## config.mk

```make
export PLATFORM = sky130hd
export DESIGN_NAME = cmp_share_arbiter
export DESIGN_NICKNAME = d
export VERILOG_FILES = /design/src/rtl/cmp_share_arbiter.sv
export SDC_FILE = /design/constraint.sdc
export NUM_CORES = 1
export LEC_CHECK = 0
export CAP_MARGIN = 20
export CORE_ASPECT_RATIO = 0.75
export CORE_MARGIN = 5
export CORE_UTILIZATION = 39
export CTS_CLUSTER_SIZE = 40
export DETAILED_ROUTE_END_ITERATION = 6
export MAX_ROUTING_LAYER = met4
export PLACE_DENSITY = 0.8
export SLEW_MARGIN = 30
export SYNTH_ARGS = -nofsm -noshare
export SYNTH_HDL_FRONTEND = slang
export SYNTH_SLANG_ARGS = --single-unit
```

## constraint.sdc

```tcl
create_clock -name clk -period 5.3 [get_ports clk]
set_clock_uncertainty 0.1 [all_clocks]
set_input_delay 0.53 -clock clk [delete_from_list [all_inputs] [get_ports clk]]
set_output_delay 0.53 -clock clk [all_outputs]
set_load 0.005 [all_outputs]
```

## src/rtl/cmp_share_arbiter.sv

```systemverilog
// cmp_share_arbiter
// Time-shares a single external param_comparator among NUM_REQ requesters.
// A round-robin arbiter picks one valid request in IDLE, the winning operand
// pair is registered and presented to the comparator for one COMPARE cycle,
// and the sampled Equal/Greater/Less flags are returned as a tagged response
// that waits in RESPOND until the consumer accepts it.
//
// Handshakes: a transfer happens on a rising clk edge where valid and ready
// are both high. req_ready is one-hot (or zero) and only ever high in IDLE,
// so at most one request is accepted per edge. rsp_valid stays high with
// rsp_id/rsp_* stable until rsp_ready is seen high at an edge.
//
// Optional build macro: CMP_RESULT_CHECK_EN. When defined, the comparator
// result is cross-checked against a local unsigned compare during COMPARE and
// any disagreement (or a non-one-hot result) sets the sticky cmp_err flag.
// When undefined, cmp_err is tied low and no check logic exists.
//
// dbg_state exposes the FSM state (0=IDLE, 1=COMPARE, 2=RESPOND) for
// observation; it carries no functional meaning for the requesters.

module cmp_share_arbiter #(
  parameter int WIDTH   = 8,
  parameter int NUM_REQ = 4,
  parameter int ID_W    = $clog2(NUM_REQ)
) (
  input  logic                     clk,
  input  logic                     rst_n,
  input  logic [NUM_REQ-1:0]       req_valid,
  output logic [NUM_REQ-1:0]       req_ready,
  input  logic [NUM_REQ*WIDTH-1:0] req_a,
  input  logic [NUM_REQ*WIDTH-1:0] req_b,
  output logic [WIDTH-1:0]         cmp_a,
  output logic [WIDTH-1:0]         cmp_b,
  input  logic                     cmp_equal,
  input  logic                     cmp_greater,
  input  logic                     cmp_less,
  output logic                     rsp_valid,
  input  logic                     rsp_ready,
  output logic [ID_W-1:0]          rsp_id,
  output logic                     rsp_equal,
  output logic                     rsp_greater,
  output logic                     rsp_less,
  output logic                     cmp_err,
  output logic [1:0]               dbg_state
);

  localparam logic [1:0] IDLE    = 2'd0;
  localparam logic [1:0] COMPARE = 2'd1;
  localparam logic [1:0] RESPOND = 2'd2;

  logic [1:0]       state;
  logic [ID_W-1:0]  rr_ptr;
  logic [ID_W-1:0]  gnt_id;
  logic [WIDTH-1:0] op_a;
  logic [WIDTH-1:0] op_b;

  // Arbitration results (combinational)
  logic             found;
  logic [ID_W-1:0]  winner;
  logic [ID_W:0]    cand_sum;
  logic [ID_W-1:0]  cand;
  logic             cand_valid;
  logic [WIDTH-1:0] win_a;
  logic [WIDTH-1:0] win_b;
  logic [ID_W-1:0]  next_ptr;

  // Round-robin search: first valid requester at or above rr_ptr, with wrap
  always_comb begin
    found      = 1'b0;
    winner     = '0;
    cand_sum   = '0;
    cand       = '0;
    cand_valid = 1'b0;
    for (int k = 0; k < NUM_REQ; k++) begin
      cand_sum = {1'b0, rr_ptr} + (ID_W+1)'(k);
      if (cand_sum >= (ID_W+1)'(NUM_REQ)) begin
        cand_sum = cand_sum - (ID_W+1)'(NUM_REQ);
      end
      cand = cand_sum[ID_W-1:0];
      // Constant-index lookup keeps the select legal for any NUM_REQ
      cand_valid = 1'b0;
      for (int i = 0; i < NUM_REQ; i++) begin
        if (cand == ID_W'(i)) begin
          cand_valid = req_valid[i];
        end
      end
      if (!found && cand_valid) begin
        found  = 1'b1;
        winner = cand;
      end
    end
  end

  // Operand mux for the winning requester
  always_comb begin
    win_a = '0;
    win_b = '0;
    for (int i = 0; i < NUM_REQ; i++) begin
      if (winner == ID_W'(i)) begin
        win_a = req_a[i*WIDTH +: WIDTH];
        win_b = req_b[i*WIDTH +: WIDTH];
      end
    end
  end

  // Pointer moves one past the winner so the winner has lowest priority next
  always_comb begin
    if (winner == ID_W'(NUM_REQ-1)) begin
      next_ptr = '0;
    end else begin
      next_ptr = winner + 1'b1;
    end
  end

  // One-hot accept only in IDLE and only out of reset
  always_comb begin
    req_ready = '0;
    if (rst_n && (state == IDLE) && found) begin
      for (int i = 0; i < NUM_REQ; i++) begin
        if (winner == ID_W'(i)) begin
          req_ready[i] = 1'b1;
        end
      end
    end
  end

  // Operand registers feed the comparator directly; they only change on an
  // accept, so the comparator inputs hold their last value outside COMPARE.
  assign cmp_a     = op_a;
  assign cmp_b     = op_b;
  assign dbg_state = state;

  // Main FSM: accept, compare, hold response until consumed
  always_ff @(posedge clk) begin
    if (!rst_n) begin
      state       <= IDLE;
      rr_ptr      <= '0;
      gnt_id      <= '0;
      op_a        <= '0;
      op_b        <= '0;
      rsp_valid   <= 1'b0;
      rsp_id      <= '0;
      rsp_equal   <= 1'b0;
      rsp_greater <= 1'b0;
      rsp_less    <= 1'b0;
    end else begin
      case (state)
        IDLE: begin
          if (found) begin
            op_a   <= win_a;
            op_b   <= win_b;
            gnt_id <= winner;
            rr_ptr <= next_ptr;
            state  <= COMPARE;
          end
        end
        COMPARE: begin
          // Comparator flags are forwarded untouched, even if not one-hot
          rsp_equal   <= cmp_equal;
          rsp_greater <= cmp_greater;
          rsp_less    <= cmp_less;
          rsp_id      <= gnt_id;
          rsp_valid   <= 1'b1;
          state       <= RESPOND;
        end
        RESPOND: begin
          if (rsp_ready) begin
            rsp_valid <= 1'b0;
            state     <= IDLE;
          end
        end
        default: begin
          state     <= IDLE;
          rsp_valid <= 1'b0;
        end
      endcase
    end
  end

`ifdef CMP_RESULT_CHECK_EN
  logic loc_eq;
  logic loc_gt;
  logic loc_lt;
  logic res_onehot;
  logic chk_bad;

  // Local unsigned reference compare of the registered operands
  always_comb begin
    loc_eq     = (op_a == op_b);
    loc_gt     = (op_a >  op_b);
    loc_lt     = (op_a <  op_b);
    res_onehot = ({cmp_equal, cmp_greater, cmp_less} == 3'b100) ||
                 ({cmp_equal, cmp_greater, cmp_less} == 3'b010) ||
                 ({cmp_equal, cmp_greater, cmp_less} == 3'b001);
    chk_bad    = (loc_eq != cmp_equal) || (loc_gt != cmp_greater) ||
                 (loc_lt != cmp_less) || !res_onehot;
  end

  // Sticky error flag, cleared only by reset
  always_ff @(posedge clk) begin
    if (!rst_n) begin
      cmp_err <= 1'b0;
    end else if ((state == COMPARE) && chk_bad) begin
      cmp_err <= 1'b1;
    end
  end
`else
  assign cmp_err = 1'b0;
`endif

endmodule
```

==> results of run 1 <==
==> worst min path at each step <==
stage,endpoint,slack (ps),start,cells past startpoint
5_1_grt,cmp_b[7],430,cmp_b[7],1
3_5_place_dp,rsp_valid,390,rsp_valid,1
4_1_cts,rsp_valid,410,rsp_valid,1
2_1_floorplan,rsp_id[0],380,gnt_id[0],2
3_3_place_gp,cmp_b[5],380,cmp_b[5],1
6_report,rsp_valid,400,rsp_valid,1
==> sequential cells by signal (all words and copies together), names as in the netlist <==
signal / cells
cmp_a: 8
cmp_b: 8
dbg_state: 2
gnt_id: 2
rr_ptr: 2
rsp_equal: 1
rsp_greater: 1
rsp_id: 2
rsp_less: 1
rsp_valid: 1
==> worst reg2reg max path, cell delays in order (launching register included) <==
cell      delay [ps]
dfxtp_1          510
inv_1            160
ha_1             310
nand3b_1         200
a211oi_1         540
o21bai_1         260
nor4b_1           90
a211o_1          290
inv_1             90
ha_1             550
nor2b_1          290
buf_4            240
a22oi_1          140
nor2_1            50
a21oi_1          180
o211ai_1         100
o211a_1          130
==> layer usage <==
layer  global-route usage (%)  wire length, µm  share of wire (%)  vias to the layer above
met5                        -                0                  0                        -
met4                    3.636               65                1.2                        0
met3                    6.889              582                 10                        4
met2                    25.54             2400                 43                       80
met1                    22.14             2495                 45                      871
li1                         -                -                  -                     1017
==> per-stage QoR <==
step	cell area [µm²]	power [mW]	util, %	setup WS, ps
6_report	2998	1.804	62.59	612.8
5_1_grt	2998	2.002	62.59	302.2
4_1_cts	2998	1.816	62.59	623.3
3_5_place_dp	2927	1.644	61.10	850.2
3_3_place_gp	2927	1.621	61.10	1041
2_1_floorplan	1897	1.269	-	1603
==> cells in the mapped netlist (2+ instances only) <==
master / count / area, µm²
o21ai_0: 2 / 10.01
and3b_1: 3 / 26.28
o211a_1: 17 / 170.2
a21oi_1: 20 / 100.1
clkbuf_1: 14 / 52.55
nor2_1: 19 / 71.32
nand2_1: 19 / 71.32
dfxtp_1: 28 / 560.5
a211oi_1: 2 / 15.01
mux2i_1: 6 / 60.06
nor2b_1: 10 / 62.56
buf_2: 3 / 15.01
ha_1: 11 / 137.6
a22oi_1: 15 / 112.6
o211ai_1: 17 / 127.6
and3_1: 4 / 25.02
o31a_1: 2 / 17.52
nand3b_1: 2 / 15.01
nor3b_1: 2 / 15.01
inv_1: 4 / 15.01
buf_6: 2 / 22.52
==> logic make-up (layout without fill, tap and decap cells) <==
family / after synthesis / in the layout / share of synthesized area (%)
compound gates: 89 / 89 / 36.41
other cells: 1 / 1 / 0.1977
mux: 6 / 6 / 3.166
xor+xnor: 1 / 1 / 0.4618
fa+ha+maj: 11 / 11 / 7.256
flops: 28 / 28 / 29.55
simple gates: 64 / 64 / 16.82
buf+inv: 25 / 115 / 6.134
==> report_power, final <==
group          internal (mW)  leakage, nW  switching [mW]  total, mW
Combinational          0.620        0.995           0.688       1.31
Sequential             0.283        0.231          0.0471      0.330
Clock                  0.101       0.0357          0.0642      0.165
Total                   1.00         1.26           0.800       1.80
==> area by class of cell <==
| cell class | count | share of cell area, % |
|---|---|---|
| multi-input cells | 172 | 40.69 |
| repair buffers | 107 | 35.23 |
| flip-flops and latches | 28 | 18.70 |
| well taps | 60 | 2.504 |
| inverters | 4 | 0.5008 |
| clock buffers | 3 | 1.377 |
| clock inverters | 1 | 1.002 |
==> flow_summary_export.csv, run 1 <==
group,metric,value,unit
run_status,status,"finished clean",
routing,drc,0,
worst_setup_path,cpPeakStageDelay,550,ps
sta,tightestPinTransition,645.4,ps
clock_network,cts_sinks,28,
clock_network,worst_skew_pair.late_latency,270,ps
synth,seq_area_frac_synth,29.55,%
layout,fill_cells,428,
sta,whs,403.0,ps
placement,place_inst,371,
worst_setup_path,rr_startpoint,"rr_ptr[0]",
worst_setup_path,crit_start,"rr_ptr[0]",
synth,yosys_register_bits,28,
layout,final_common_cell,"clkdlybuf4s50_1",
clock_network,cts_max_level,1,
clock_network,clkTransAtPathRegs,90,ps
sta,final.min_clock_period,4687,ps
hold_path,hold_path_class,"reg -> reg",
worst_setup_path,critPathBufInv,3,
floorplan,die_w,90.53,µm
clock_network,cts_root_buf,"clkbuf_8",
worst_setup_path,startpoint_type,"flip-flop",
sta,final_hold_viol_count,0,
floorplan,rows,22,
worst_setup_path,crit_chain,"inv_1 > ha_1 > nand3b_1 > a211oi_1 > o21bai_1 > nor4b_1 > a211o_1 > inv_1 > ha_1 > and3_1 > clkdlybuf4s50_1",
layout,stdcell_count,375,
placement,dp_hpwl,4404,µm
grt,first_global_vias,1874,
floorplan,core-area,4790,µm²
floorplan,io_pins,103,
worst_setup_path,r2r_slack,950,ps
synth,yosysWarnings,0,
floorplan,initial_utilization,39.60,%
routing,vias,1972,
worst_setup_path,crit_arrival,4060,ps
routing,detail_route.first_pass.iterations,4,
layout,syn2layout_area_growth,58.05,%
grt,gr-total-overflow,0,
clock_network,cts_made_buffers,3,
routing,drt_wl_total,5543,µm
clock_network,cts_resized,0,
synth,synthCells,225,
sta,slew_headroom,56.84,%
sta,finalSetupViolations,0,
synth,synth_edf_count,0,
synth,synth.avg_cell_area,8.430,µm²
worst_setup_path,ff2ff_path_depth,16,
placement,place_congestion,0.8407,
routing,postRouteAntennaNets,0,
clock_network,cts_setup_buffers,0,
power,p_leak,1.262,nW
layout,drive_gt1_share,3.810,%
layout,antenna_cells,0,
placement,port_buffers,101,
routing,wl_per_cell,14.78,µm
power,ir_drop,321.1,µV
job,maxCapViolCount,0,
routing,vias_per_cell,5.259,
grt,antenna_found_initial,0,
synth,async_reset_ff_share,0,%
sta,period_share,88.44,%
worst_setup_path,critical_path.endpoint_type,"primary output",
worst_setup_path,crit_cells,11,
power,powerDensity,601.6,nW/µm²
layout,seq_area,560.5,µm²
clock_network,cts_tree,"built",
clock_network,cts_buffer_depth,2,
worst_setup_path,cp_max_fo,19,
worst_setup_path,crit_path_end,"req_ready[1]",
floorplan,dieArea,6373,µm²
worst_setup_path,critPathSlowestCell,"ha_1",
grt,grt_pass1_wl,8790,µm
worst_setup_path,critical-path-top-delay-family,"compound AO/OA/AOI/OAI gates",
sta,max_freq,213.3,MHz
sta,drv_slew,0,
synth,synth_flop_cell,"dfxtp_1",
routing,first_iter_violations,61,
layout,nNetsFinal,401,
sta,fin_setup_tns,0,ps
worst_setup_path,worstPathRequired,4670,ps
layout,final_cell_mix,"101 x clkdlybuf4s50_1, 28 x dfxtp_1, 20 x a21oi_1",
layout,multi_input_area,1220,µm²
worst_setup_path,r2r_end,"cmp_b[0]",
sta,rsz0062_at_grt,"false",
synth,netlist_area,1897,µm²
clock_network,hold_buffers,0,
worst_setup_path,crit_type,"reg -> out",
grt,grt_max_degree,34,
synth,ys_types,44,
floorplan,chipHeight,70.40,µm
synth,syn-num-nets,310,
grt,grt_use_total,17.24,%
(Power assumes the default switching activity.)
==> run 2: changes to the inputs <==
CELL_PAD_IN_SITES_DETAIL_PLACEMENT = 1   (was unset)
CELL_PAD_IN_SITES_GLOBAL_PLACEMENT = 1   (was unset)
CORE_UTILIZATION = 27   (was 39)
PLACE_DENSITY = unset   (was 0.8)
PLACE_DENSITY_LB_ADDON = 0.1   (was unset)
==> run 2 against run 1 <==
Effect of this change:
- design area increased by 1.0%
- clock power increased by 4%
- sequential cell count unchanged
- global-route usage decreased by 3.1 points
- largest power group unchanged
==> flow_summary_export.csv, run 2 (synthesis gave the netlist of run 1 again) <==
group,metric,value,unit
clock_network,cts_buffer_depth,2,
routing,vias_per_cell,5.040,
sta,max_freq,217.3,MHz
layout,seq_area,560.5,µm²
run_status,status,"finished clean",
layout,final_common_cell,"clkdlybuf4s50_1",
sta,tightestPinTransition,639.6,ps
worst_setup_path,crit_arrival,3970,ps
grt,grt_pass1_wl,9936,µm
power,pwr-share-clk,9.4,%
sta,whs,407.2,ps
routing,wl_met3,433,µm
clock_network,worst_skew_pair.late_latency,270,ps
floorplan,core-area,6832,µm²
grt,antenna_found_initial,0,
layout,multi_input_area,1220,µm²
hold_path,hold_path_class,"reg -> reg",
power,powerDensity,603.6,nW/µm²
grt,first_global_vias,2001,
clock_network,cts_setup_buffers,0,
worst_setup_path,startpoint_type,"flip-flop",
grt,gr-total-overflow,0,
power,switching_power,0.8207,mW
clock_network,cts_made_buffers,3,
placement,placed_area,2957,µm²
placement,place_congestion,0.8247,
sta,final.min_clock_period,4603,ps
power,p_leak,1.263,nW
power,p_comb_share,72.6,%
clock_network,clkTransAtPathRegs,100,ps
worst_setup_path,worstPathRequired,4670,ps
clock_network,cts_sinks,28,
routing,met1Wirelength,3128,µm
layout,fin_area,3028,µm²
placement,dp_hpwl,5059,µm
power,switching_share,44.91,%
sta,final_hold_viol_count,0,
floorplan,chipHeight,82.59,µm
sta,finalSetupViolations,0,
floorplan,io_pins,103,
grt,grt_use_total,14.17,%
routing,postRouteAntennaNets,0,
sta,period_share,86.84,%
sta,slew_headroom,57.28,%
worst_setup_path,cp_max_fo,11,
clock_network,hold_buffers,0,
floorplan,initial_utilization,27.77,%
floorplan,die_w,106.8,µm
placement,port_buffers,101,
floorplan,dieArea,8819,µm²
sta,drv_slew,0,
power,ir_drop,228.6,µV
sta,rsz0062_at_grt,"false",
layout,nNetsFinal,401,
routing,vias,2011,
routing,wl_met2,2937,µm
worst_setup_path,crit_type,"reg -> out",
routing,detail_route.first_pass.iterations,4,
power,power_frac_seq,18.0,%
layout,final_cell_mix,"101 x clkdlybuf4s50_1, 28 x dfxtp_1, 20 x a21oi_1",
sta,fin_setup_tns,0,ps
routing,first_iter_violations,45,
routing,drc,0,
routing,wl_per_cell,16.32,µm
layout,antenna_cells,0,
clock_network,cts_max_level,1,
layout,syn2layout_area_growth,59.63,%
routing,drt_wl_total,6513,µm
power,p_int,1.007,mW
worst_setup_path,critical_path.endpoint_type,"primary output",
grt,grt_max_degree,34,
routing,top_layer_used,"met4",
layout,fill_cells,809,
power,power,1.828,mW
clock_network,cts_tree,"built",
job,maxCapViolCount,0,
clock_network,cts_resized,0,
layout,drive_gt1_share,3.810,%
floorplan,rows,26,
clock_network,cts_root_buf,"clkbuf_8",
==> run 2: cell type report <==
cell class	count	share of cell area [%]
flip-flops and latches	28	18.51
multi-input cells	172	40.29
inverters	4	0.4959
clock buffers	3	1.364
well taps	84	3.471
clock inverters	1	0.9917
repair buffers	107	34.88
==> run 2: worst paths after layout <==
path	start	to	slack [ps]	depth (start not counted)
max	rr_ptr[0]	req_ready[1]	700	12
min	cmp_b[0]	cmp_b[0]	410	1
max reg2reg	rr_ptr[0]	cmp_b[6]	1000	16
min reg2reg	cmp_b[0]	cmp_b[0]	410	1
==> run 2: through the flow <==
stage	instances	setup WS (ps)	utilization, %
global placement	395	1046	43.28
floorplan	225	1603	-
finish	399	697.4	44.32
detailed placement	395	905.7	43.28
CTS	399	657.1	44.32
global route	399	400.0	44.32
==> run 2: power by group through the flow <==
stage	registers, mW	logic (mW)	clock network (mW)
floorplan	0.333	0.936	0
global placement	0.333	1.32	0
detailed placement	0.335	1.34	0
CTS	0.330	1.35	0.181
global route	0.339	1.49	0.186
finish	0.330	1.33	0.171
==> run 2: critical path: stages (launching register included) <==
cell             delay [ps]
dfxtp_1                 520
inv_1                   170
ha_1                    320
nand3b_1                190
a211oi_1                440
o21bai_1                250
nor4b_1                 110
a211o_1                 300
inv_1                   100
ha_1                    370
buf_4                   250
and3_1                  160
clkdlybuf4s50_1         500
==> run 2: per-layer routing <==
layer	track usage [%]	up-vias
met1	18.67	931
met3	4.040	2
met4	0.7663	0
met2	22.86	60
li1	-	1018
met5	-	-
==> run 3: changes to the inputs <==
ABC_AREA = 1   (was unset)
CORE_UTILIZATION = 26   (was 27)
SLEW_MARGIN = unset   (was 30)
==> run 3 against run 2 <==
Effect of this change:
- die area increased by 8.3%
- design area is 2.9% higher
- final cell count is 27% higher
- area after synthesis increased by 5.3%
- critical path type unchanged
==> flow_summary_export.csv, run 3 <==
group,metric,value,unit
run_status,status,"finished clean",
floorplan,dieArea,9551,µm²
routing,postRouteAntennaNets,0,
synth,yosys-top-cells-count,"56 x nand2_1, 52 x nor2_1, 46 x o21ai_0",
worst_setup_path,critPathSlowestCell,"clkinv_1",
floorplan,initial_utilization,26.99,%
synth,synthSimpleGateAreaFrac,32.64,%
placement,place_congestion,0.8626,
layout,final_cell_mix,"101 x clkdlybuf4s50_1, 56 x nand2_1, 52 x nor2_1",
clock_network,cts_max_level,1,
floorplan,rows,27,
routing,vias_per_cell,4.533,
power,ir_drop,298.9,µV
placement,dp_hpwl,5756,µm
worst_setup_path,worstPathRequired,4670,ps
synth,netlist_area,1997,µm²
synth,async_reset_ff_share,0,%
sta,period_share,90.17,%
worst_setup_path,crit_chain,"inv_1 > ha_1 > inv_2 > nor2_2 > nor2_1 > nand2_1 > nand2_1 > nand2_1 > nand3_1 > nand3_1 > inv_1 > ha_1 > clkinv_1 > nor2_1 > clkdlybuf4s50_1",
clock_network,cts_tree,"built",
grt,busiest_layer,"met2",
synth,muxShareOfSynthArea,0,%
clock_network,cts_buffer_depth,2,
grt,grt_use_total,14.64,%
sta,slew_headroom,41.49,%
clock_network,worst_skew_pair.late_latency,280,ps
clock_network,hold_buffers,0,
worst_setup_path,critical_path.endpoint_type,"primary output",
clock_network,cts_made_buffers,3,
synth,synthMostInstantiatedCell,"nand2_1",
layout,final_common_cell,"clkdlybuf4s50_1",
grt,gr-total-overflow,0,
sta,final.min_clock_period,4779,ps
routing,vias,2289,
placement,port_buffers,101,
worst_setup_path,crit_arrival,4150,ps
synth,synth.avg_cell_area,6.339,µm²
synth,synth_top_area_share,28.07,%
floorplan,chipHeight,85.90,µm
grt,antenna_found_initial,0,
grt,grt_max_degree,34,
floorplan,die_w,111.2,µm
synth,syn-num-nets,400,
floorplan,core-area,7398,µm²
synth,synth_area_leader_cell,"dfxtp_1",
sta,whs,384.4,ps
worst_setup_path,cp_max_fo,17,
layout,antenna_cells,0,
synth,seq_area_frac_synth,28.07,%
routing,drc,0,
sta,rsz0062_at_grt,"false",
synth,ys_types,29,
grt,grtUsageMet2,22.17,%
routing,detail_route.first_pass.iterations,2,
sta,drv_slew,0,
grt,grtUsageMet1,20.62,%
layout,nNetsFinal,490,
clock_network,cts_setup_buffers,0,
sta,finalSetupViolations,0,
synth,synth_compound_area_share,22.12,%
synth,ys_top_cells_by_area,"dfxtp_1 28%, o21ai_0 12%, nand2_1 11%",
routing,first_iter_violations,74,
power,powerDensity,758.2,nW/µm²
synth,yosysWarnings,0,
synth,synth-xor-area-share,0,%
sta,fin_setup_tns,0,ps
floorplan,io_pins,103,
synth,synth_flop_cell,"dfxtp_1",
worst_setup_path,startpoint_type,"flip-flop",
layout,syn2layout_area_growth,56.08,%
synth,synth_fa_ha_area_share,6.892,%
clock_network,cts_root_buf,"clkbuf_8",
sta,final_hold_viol_count,0,
worst_setup_path,crit_type,"reg -> out",
clock_network,cts_sinks,28,
grt,grt_pass1_wl,11410,µm
power,p_leak,1.324,nW
layout,drive_gt1_share,6.188,%
grt,first_global_vias,2306,
clock_network,cts_resized,0,
job,maxCapViolCount,0,
sta,tightestPinTransition,874.9,ps
sta,max_freq,209.2,MHz
routing,wl_per_cell,14.03,µm
grt,grt_use_met3,3.103,%
worst_setup_path,cpMostUsedCell,"nand2_1",
hold_path,hold_path_class,"reg -> reg",
routing,drt_wl_total,7084,µm
synth,synth_edf_count,0,
clock_network,clkTransAtPathRegs,100,ps
synth,synthCells,315,
synth,synth_top_family_by_area,"simple AND/OR/NAND/NOR gates",
synth,yosys_register_bits,28,
worst_setup_path,cpPeakStageDelay,590,ps
==> run 3: cell types whose count changed after synthesis, sizes merged, moves of 7 or more <==
cell,delta
a21oi,+7
inv,+21
nor2,+35
nand2,+42
o211ai,-17
o211a,-17
nor2b,-10
a22oi,-15
o21ai,+54
nand3,+26
==> run 3: power breakdown <==
group	switching, mW	total (mW)	internal (mW)
sequential	0.0571	0.355	0.298
combinational	1.13	1.84	0.704
clock	0.0701	0.171	0.101
total	1.26	2.36	1.10
==> run 3: through the flow <==
stage / std cells / util, % / worst slack, ps / total power, mW / cell area, µm²
3_5_place_dp: 501 / 41.16 / 698.6 / 2.242 / 3045
2_1_floorplan: 315 / - / 2291 / 1.704 / 1997
5_1_grt: 505 / 42.13 / 44.85 / 2.666 / 3117
4_1_cts: 505 / 42.13 / 474.5 / 2.417 / 3117
6_report: 505 / 42.13 / 521.0 / 2.363 / 3117
3_3_place_gp: 501 / 41.16 / 902.3 / 2.187 / 3045
==> run 3: routing by layer <==
layer / routed length [µm] / vias to the layer above / share of wire [%]
met5: 0 / - / 0
li1: - / 1200 / -
met2: 3024 / 65 / 43
met3: 325 / 6 / 4.6
met1: 3663 / 1018 / 52
met4: 71 / 0 / 1.0
==> run 3: final timing paths <==
check	from	to	slack, ps	cells after the start
worst max-delay path	rr_ptr[1]	req_ready[1]	520	15
worst min-delay path	gnt_id[0]	gnt_id[0]	380	2
worst max register to register	rr_ptr[1]	cmp_a[0]	1270	19
worst min register to register	gnt_id[0]	gnt_id[0]	380	2
==> run 3: worst max-delay path, delay by kind of cell (launching register included) <==
kind | cells | cell delay, ps
and+or+nand+nor | 8 | 1020
DFF | 1 | 510
buffers and inverters | 5 | 1510
adders and majority gates | 2 | 840
==> run 3: final cells by class <==
class	count	area [µm²]
inverters	26	97.59
clock inverters	1	30.03
repair buffers	103	1026
flip-flops and latches	28	560.5
multi-input cells	243	1235
fillers	926	4282
well taps	101	126.4
clock buffers	3	41.29
==> run 3: kinds of logic after synthesis <==
group	Yosys count
fa+ha+maj	11
simple gates	148
compound gates	83
buf+inv	44
flops	28
other cells	1
